<file path="src/rtl/cic_pkg.sv">
// ---------------------------------------------------------------------------
// cic_pkg : shared helpers and limits for the CIC decimator.
// Revision: 1.0
// ---------------------------------------------------------------------------
`default_nettype none

package cic_pkg;

  localparam int CIC_N_MIN = 1;
  localparam int CIC_N_MAX = 8;
  localparam int CIC_M_MIN = 1;
  localparam int CIC_M_MAX = 2;

  // Register growth of a Hogenauer CIC: one log2(R*M) per stage on top of the input.
  function automatic int cic_acc_width(input int in_w, input int n, input int r, input int m);
    return in_w + n * $clog2(r * m);
  endfunction

  function automatic logic signed [1:0] map_bit(input logic b);
    return b ? 2'sb01 : 2'sb11;
  endfunction

endpackage

`default_nettype wire

</file>
<file path="src/rtl/cic_comb_stage.sv">
// ---------------------------------------------------------------------------
// cic_comb_stage : one CIC differentiator with M-deep delay line and an
// optional output register (PIPE). Revision: 1.0
// ---------------------------------------------------------------------------
`default_nettype none

module cic_comb_stage #(
  parameter int ACC_WIDTH = 50,
  parameter int M         = 1,
  parameter bit PIPE      = 1'b0
) (
  input  logic                        clk,
  input  logic                        rst,
  input  logic                        valid_i,
  input  logic signed [ACC_WIDTH-1:0] data_i,
  output logic                        valid_o,
  output logic signed [ACC_WIDTH-1:0] data_o
);

  logic signed [ACC_WIDTH-1:0] dly_q [M];
  logic signed [ACC_WIDTH-1:0] diff_d;

  assign diff_d = data_i - dly_q[M-1];

  always_ff @(posedge clk or posedge rst) begin
    if (rst) begin
      for (int k = 0; k < M; k++) dly_q[k] <= '0;
    end else if (valid_i) begin
      dly_q[0] <= data_i;
      for (int k = 1; k < M; k++) dly_q[k] <= dly_q[k-1];
    end
  end

  generate
    if (PIPE) begin : g_pipe
      logic                        valid_q;
      logic signed [ACC_WIDTH-1:0] data_q;

      always_ff @(posedge clk or posedge rst) begin
        if (rst) begin
          valid_q <= 1'b0;
          data_q  <= '0;
        end else begin
          valid_q <= valid_i;
          if (valid_i) data_q <= diff_d;
        end
      end

      assign valid_o = valid_q;
      assign data_o  = data_q;
    end else begin : g_comb
      assign valid_o = valid_i;
      assign data_o  = diff_d;
    end
  endgenerate

endmodule

`default_nettype wire

</file>
<file path="src/rtl/cic_decimator.sv">
// ---------------------------------------------------------------------------
// cic_decimator : N-stage Hogenauer CIC decimator, 1-bit stream in, signed
// samples out at 1/R rate. Macro CIC_PIPE_EN registers every comb stage.
// Revision: 1.0
// ---------------------------------------------------------------------------
`default_nettype none

module cic_decimator
  import cic_pkg::*;
#(
  parameter int N         = 6,
  parameter int R         = 256,
  parameter int M         = 1,
  parameter int IN_WIDTH  = 2,
  parameter int OUT_WIDTH = 50
) (
  input  logic                        clk,
  input  logic                        rst,
  input  logic                        in_valid,
  input  logic                        in_bit,
  output logic                        out_valid,
  output logic signed [OUT_WIDTH-1:0] out_data
);

  localparam int ACC_WIDTH = cic_acc_width(IN_WIDTH, N, R, M);
  localparam int CNT_WIDTH = $clog2(R);
`ifdef CIC_PIPE_EN
  localparam bit PIPE_EN = 1'b1;
`else
  localparam bit PIPE_EN = 1'b0;
`endif

  logic signed [IN_WIDTH-1:0]  x_in;
  logic signed [ACC_WIDTH-1:0] x_ext;
  logic signed [ACC_WIDTH-1:0] integ_q [N];
  logic signed [ACC_WIDTH-1:0] integ_d [N];
  logic [CNT_WIDTH-1:0]        cnt_q;
  logic                        strobe;

  assign x_in   = IN_WIDTH'(map_bit(in_bit));
  assign x_ext  = ACC_WIDTH'(x_in);
  assign strobe = in_valid && (cnt_q == CNT_WIDTH'(R - 1));

  // Each stage adds the previous stage's registered value, not its next value.
  always_comb begin
    integ_d[0] = integ_q[0] + x_ext;
    for (int k = 1; k < N; k++) integ_d[k] = integ_q[k] + integ_q[k-1];
  end

  always_ff @(posedge clk or posedge rst) begin
    if (rst) begin
      for (int k = 0; k < N; k++) integ_q[k] <= '0;
      cnt_q <= '0;
    end else if (in_valid) begin
      for (int k = 0; k < N; k++) integ_q[k] <= integ_d[k];
      cnt_q <= cnt_q + 1'b1;  // R is a power of two, so overflow is the wrap
    end
  end

  logic                        comb_vld [N+1];
  logic signed [ACC_WIDTH-1:0] comb_dat [N+1];

  assign comb_vld[0] = strobe;
  assign comb_dat[0] = integ_q[N-1];

  generate
    for (genvar g = 0; g < N; g++) begin : g_comb
      cic_comb_stage #(
        .ACC_WIDTH (ACC_WIDTH),
        .M         (M),
        .PIPE      (PIPE_EN)
      ) u_comb (
        .clk     (clk),
        .rst     (rst),
        .valid_i (comb_vld[g]),
        .data_i  (comb_dat[g]),
        .valid_o (comb_vld[g+1]),
        .data_o  (comb_dat[g+1])
      );
    end
  endgenerate

`ifdef CIC_PIPE_EN
  assign out_valid = comb_vld[N];
  assign out_data  = comb_dat[N][ACC_WIDTH-1 -: OUT_WIDTH];
`else
  logic                        out_valid_q;
  logic signed [OUT_WIDTH-1:0] out_data_q;

  always_ff @(posedge clk or posedge rst) begin
    if (rst) begin
      out_valid_q <= 1'b0;
      out_data_q  <= '0;
    end else begin
      out_valid_q <= comb_vld[N];
      if (comb_vld[N]) out_data_q <= comb_dat[N][ACC_WIDTH-1 -: OUT_WIDTH];
    end
  end

  assign out_valid = out_valid_q;
  assign out_data  = out_data_q;
`endif

endmodule

`default_nettype wire

</file>
<file path="config.mk">
export PLATFORM = sky130hd
export DESIGN_NAME = cic_decimator
export DESIGN_NICKNAME = d
export VERILOG_FILES = /design/src/rtl/cic_pkg.sv /design/src/rtl/cic_comb_stage.sv /design/src/rtl/cic_decimator.sv
export SDC_FILE = /design/constraint.sdc
export NUM_CORES = 2
export LEC_CHECK = 0
export CAP_MARGIN = 20
export CORE_MARGIN = 2
export CORE_UTILIZATION = 45
export CTS_CLUSTER_DIAMETER = 50
export DETAILED_ROUTE_END_ITERATION = 10
export GPL_TIMING_DRIVEN = 0
export HOLD_SLACK_MARGIN = 0.03
export REMOVE_ABC_BUFFERS = 1
export SKIP_LAST_GASP = 1
export SYNTH_ARGS = -nofsm -noshare
export SYNTH_HDL_FRONTEND = slang
export SYNTH_SLANG_ARGS = --single-unit
</file>
<file path="constraint.sdc">
create_clock -name clk -period 41.2 [get_ports clk]
set_clock_uncertainty 0.2 [all_clocks]
set_input_delay 12.36 -clock clk [delete_from_list [all_inputs] [get_ports clk]]
set_output_delay 12.36 -clock clk [all_outputs]
set_load 0.01 [all_outputs]
</file>
==> metrics.md <==
| Metric | Value |
|---|---|
| Status | finished, final reports clean |
| Seq/Total Area, Yosys | 31.26% |
| Area of the multi-input gates | 33950 um^2 |
| Detail Placement HPWL | 77.61 mm |
| Vias in the first global route | 40230 |
| Synth Flop Type | dfrtp_1 |
| Count of flip-flops with a built-in enable after synthesis | 0 |
| RSZ-0062 raised after global routing | false |
| Initial antenna violation count | 0 |
| Vias | 40810 |
| Die Span Y | 346.4 um |
| Setup Fix Bufs, Post-CTS | 0 |
| Total track usage | 17.63% |
| ANT nets after route | 0 |
| Worst vdd ir | 0.05613 mV |
| CP max FO | 216 |
| Max Clock Freq | 57.68 MHz |
| Library cells used by synthesis | 97 |
| Reg area | 16490 um^2 |
| Layout cells sized above 1 | 8.677% |
| Post-Route WL | 104.8 mm |
| Synthesized area per cell | 8.767 um^2 |
| Core Region | 116200 um^2 |
| Hold Buf Count CTS | 0 |
| Lkg Pwr | 28.97 nW |
| Critical path class | primary input to flop |
| Reg2reg start | comb_dat[300] |
| Pin count of the biggest net entering global routing | 217 |
| Cell type with the largest total area after synthesis | dfrtp_1 |
| Worst Hold Launch | cnt_q[5] |
| Synth top area share | 31.26% |
| Post-CTS Resized | 0 |
| Final clock period utilization by the worst path | 42.08% |
| Slew headroom | 36.59% |
| Crit-path slowest cell | inv_8 |
| Port Buffers | 54 |
| Power per cell area | 92.84 nW/um^2 |
| Critical path arrival | 17.72 ns |
| Initial Utilization | 45.40% |
| Root Buffer | clkbuf_16 |
| Synthesized instance count | 6018 |
| Warnings from Yosys | 0 |
| TritonCTS Buffers | 111 |
| Fin nets | 6651 |
| CP endpoint kind | flop |
| Crit-path cells | buf_8 -> buf_16 -> buf_16 -> and3_1 -> and3_1 -> nand4_1 -> buf_8 -> buf_8 -> buf_8 -> buf_8 -> buf_8 -> inv_8 -> buf_16 -> mux2_2 |
| Type of origin of the critical path | primary input |
| Die W | 346.4 um |
| R2R depth | 56 |
| Hold Path Cell Cnt | 1 |
| CTS tree | yes |
| Die Area | 120000 um^2 |
| Drt via density | 5.322 |
| Slew @ Worst Pin | 0.9383 ns |
| Worst Hold End | cnt_q[5] |
| Layout fillers | 10950 |
| Reg2Reg Capture Point | out_data[47] |
| Syn-to-layout area delta | 11.91% |
| Area contributors post-synth | dfrtp_1 31%, ha_1 14%, xnor2_1 5.9% |
| Hold slack final | 0.2637 ns |
| ANT cells | 0 |
| Final setup vio count | 0 |
| Std cell rows | 125 |
| Final Power | 5.482 mW |
| Async SR Flop Fraction | 100.0% |
| Cell area after synthesis | 52760 um^2 |
| Fin crit period | 17.34 ns |
| Critical path's most frequent cell | buf_8 |
| H-tree depth | 3 |
| Final hold vios | 0 |
| # DRC | 0 |
| CP required | 41.58 ns |
| # IOs | 55 |
| First-pass GRT wire length | 185.4 mm |
| WL per Instance | 13.67 um |
| Maxcap violations | 0 |
| Worst R2R Setup Slack | 27.51 ns |
| First-pass iteration count of the detailed router | 5 |
| Max-slew violation count | 0 |
| Gr ovfl total | 0 |
| Worst Hold Class | flop to flop |
| Clk_lat worst skew | 0.70 ns |
| Clk sinks | 659 |
| Reg clk slew, reported paths | 0.06 ns |
| RePlAce Congestion | 0.8248 |
| CTS Buffer Depth | 3 |
| Initial DRC count | 1967 |
| Crit path largest cell delay | 0.54 ns |
| Yosys reg bits | 659 |
==> cell type report <==
cell class	count	share of cell area, %
clock buffers	136	5.066
clock inverters	73	1.744
multi-input cells	4744	57.50
well taps	1524	3.229
inverters	460	2.950
repair buffers	71	1.585
flip-flops and latches	659	27.93
==> per-layer routing <==
layer  global-route usage (%)  vias up  share of wire (%)
met5                        0        -                  0
met4                    5.374        0                2.8
met3                    2.417      203                2.4
met2                    30.87      423                 47
met1                    22.44    18530                 48
li1                         -    21650                  -
==> critical path, delay by kind of cell <==
kind | cells | cell delay (ns)
mux | 1 | 0.41
simple gates | 3 | 1.01
buf+inv | 10 | 3.38
==> flip-flops by register name, summed over array words and instances, names as in the netlist <==
name                 cells
cnt_q                    8
g_comb.u_comb.dly_q    300
out_data                50
integ_q                250
out_valid                1
comb_dat                50
==> worst max-delay path by stage <==
| stage | startpoint | end | slack, ns | depth (start not counted) |
|---|---|---|---|---|
| global route | in_valid | g_comb[2].u_comb.dly_q[26] | 23.44 | 14 |
| detailed placement | in_valid | g_comb[2].u_comb.dly_q[26] | 23.12 | 14 |
| floorplan | rst | cnt_q[0] | 10.17 | 1 |
| CTS | in_valid | g_comb[2].u_comb.dly_q[26] | 23.89 | 14 |
| global placement | in_valid | out_data[3] | -0.54 | 6 |
| finish | in_valid | g_comb[2].u_comb.dly_q[31] | 23.86 | 14 |
==> logic make-up after synthesis <==
logic type / after synthesis / share of synthesized area, %
AND/OR/NAND/NOR: 1367 / 11.85
AO/OA/AOI/OAI: 1980 / 23.56
XOR/XNOR: 538 / 9.014
multiplexers: 259 / 5.523
flip-flops: 659 / 31.26
adder cells (fa/ha/maj): 600 / 14.40
buffers and inverters: 615 / 4.397
==> Yosys cell counts (24+ instances only) <==
cell        n
dfrtp_1   659
nand3_1    89
a211oi_1   39
and3_1     31
nand4_1    70
nor2b_1    55
clkbuf_1  138
o31ai_1    40
ha_1      588
a21o_1    389
o211ai_1   24
a21oi_1   508
nor2_1    278
and2_1     25
a31oi_1    43
mux2_2    256
nand2_1   612
xor2_1    176
o21bai_1   95
o21ai_0   578
o21a_1     59
nand2b_1   65
xnor2_1   358
inv_1     460
nor3_1     57
==> cell usage in the layout (no fill, tap or decap), types with 16 or more instances in the layout <==
master | synthesis | routed
nand4_1 | 70 | 70
a31oi_1 | 43 | 43
clkinv_2 | 0 | 17
ha_1 | 588 | 588
nor2_1 | 278 | 278
o31ai_1 | 40 | 40
nand3_1 | 89 | 89
nor2b_1 | 55 | 55
o21ai_0 | 578 | 578
dfrtp_1 | 659 | 659
nor3_1 | 57 | 57
nand2b_1 | 65 | 65
o21a_1 | 59 | 59
clkdlybuf4s50_1 | 0 | 53
mux2_2 | 256 | 256
and3_1 | 31 | 31
xnor2_1 | 358 | 358
o211ai_1 | 24 | 24
a21oi_1 | 508 | 508
a211oi_1 | 39 | 39
a21boi_0 | 19 | 19
a41oi_1 | 16 | 16
and4_1 | 20 | 20
nand2_1 | 612 | 612
o21bai_1 | 95 | 95
a21o_1 | 389 | 389
clkbuf_16 | 0 | 111
bufinv_16 | 0 | 19
xor2_1 | 176 | 176
or3_1 | 16 | 16
inv_1 | 460 | 456
and2_1 | 25 | 25
==> where the power goes <==
part           internal, mW  switching (mW)  total [mW]
registers             0.827           0.164       0.991
clock network         0.641           0.354       0.994
logic                  1.64            1.86        3.50
total                  3.11            2.38        5.48
==> through the flow <==
step / utilization, % / worst slack (ns) / cell area [um^2] / instances / TNS, ns
global placement: 47.00 / -0.5436 / 54620 / 7441 / -106.37
floorplan: - / 10.17 / 52170 / 5863 / 0
detailed placement: 47.35 / 23.12 / 55030 / 7458 / 0
finish: 50.81 / 23.86 / 59050 / 7667 / 0
global route: 50.81 / 23.44 / 59050 / 7667 / 0
CTS: 50.81 / 23.89 / 59050 / 7667 / 0
(Power assumes the default switching activity.)
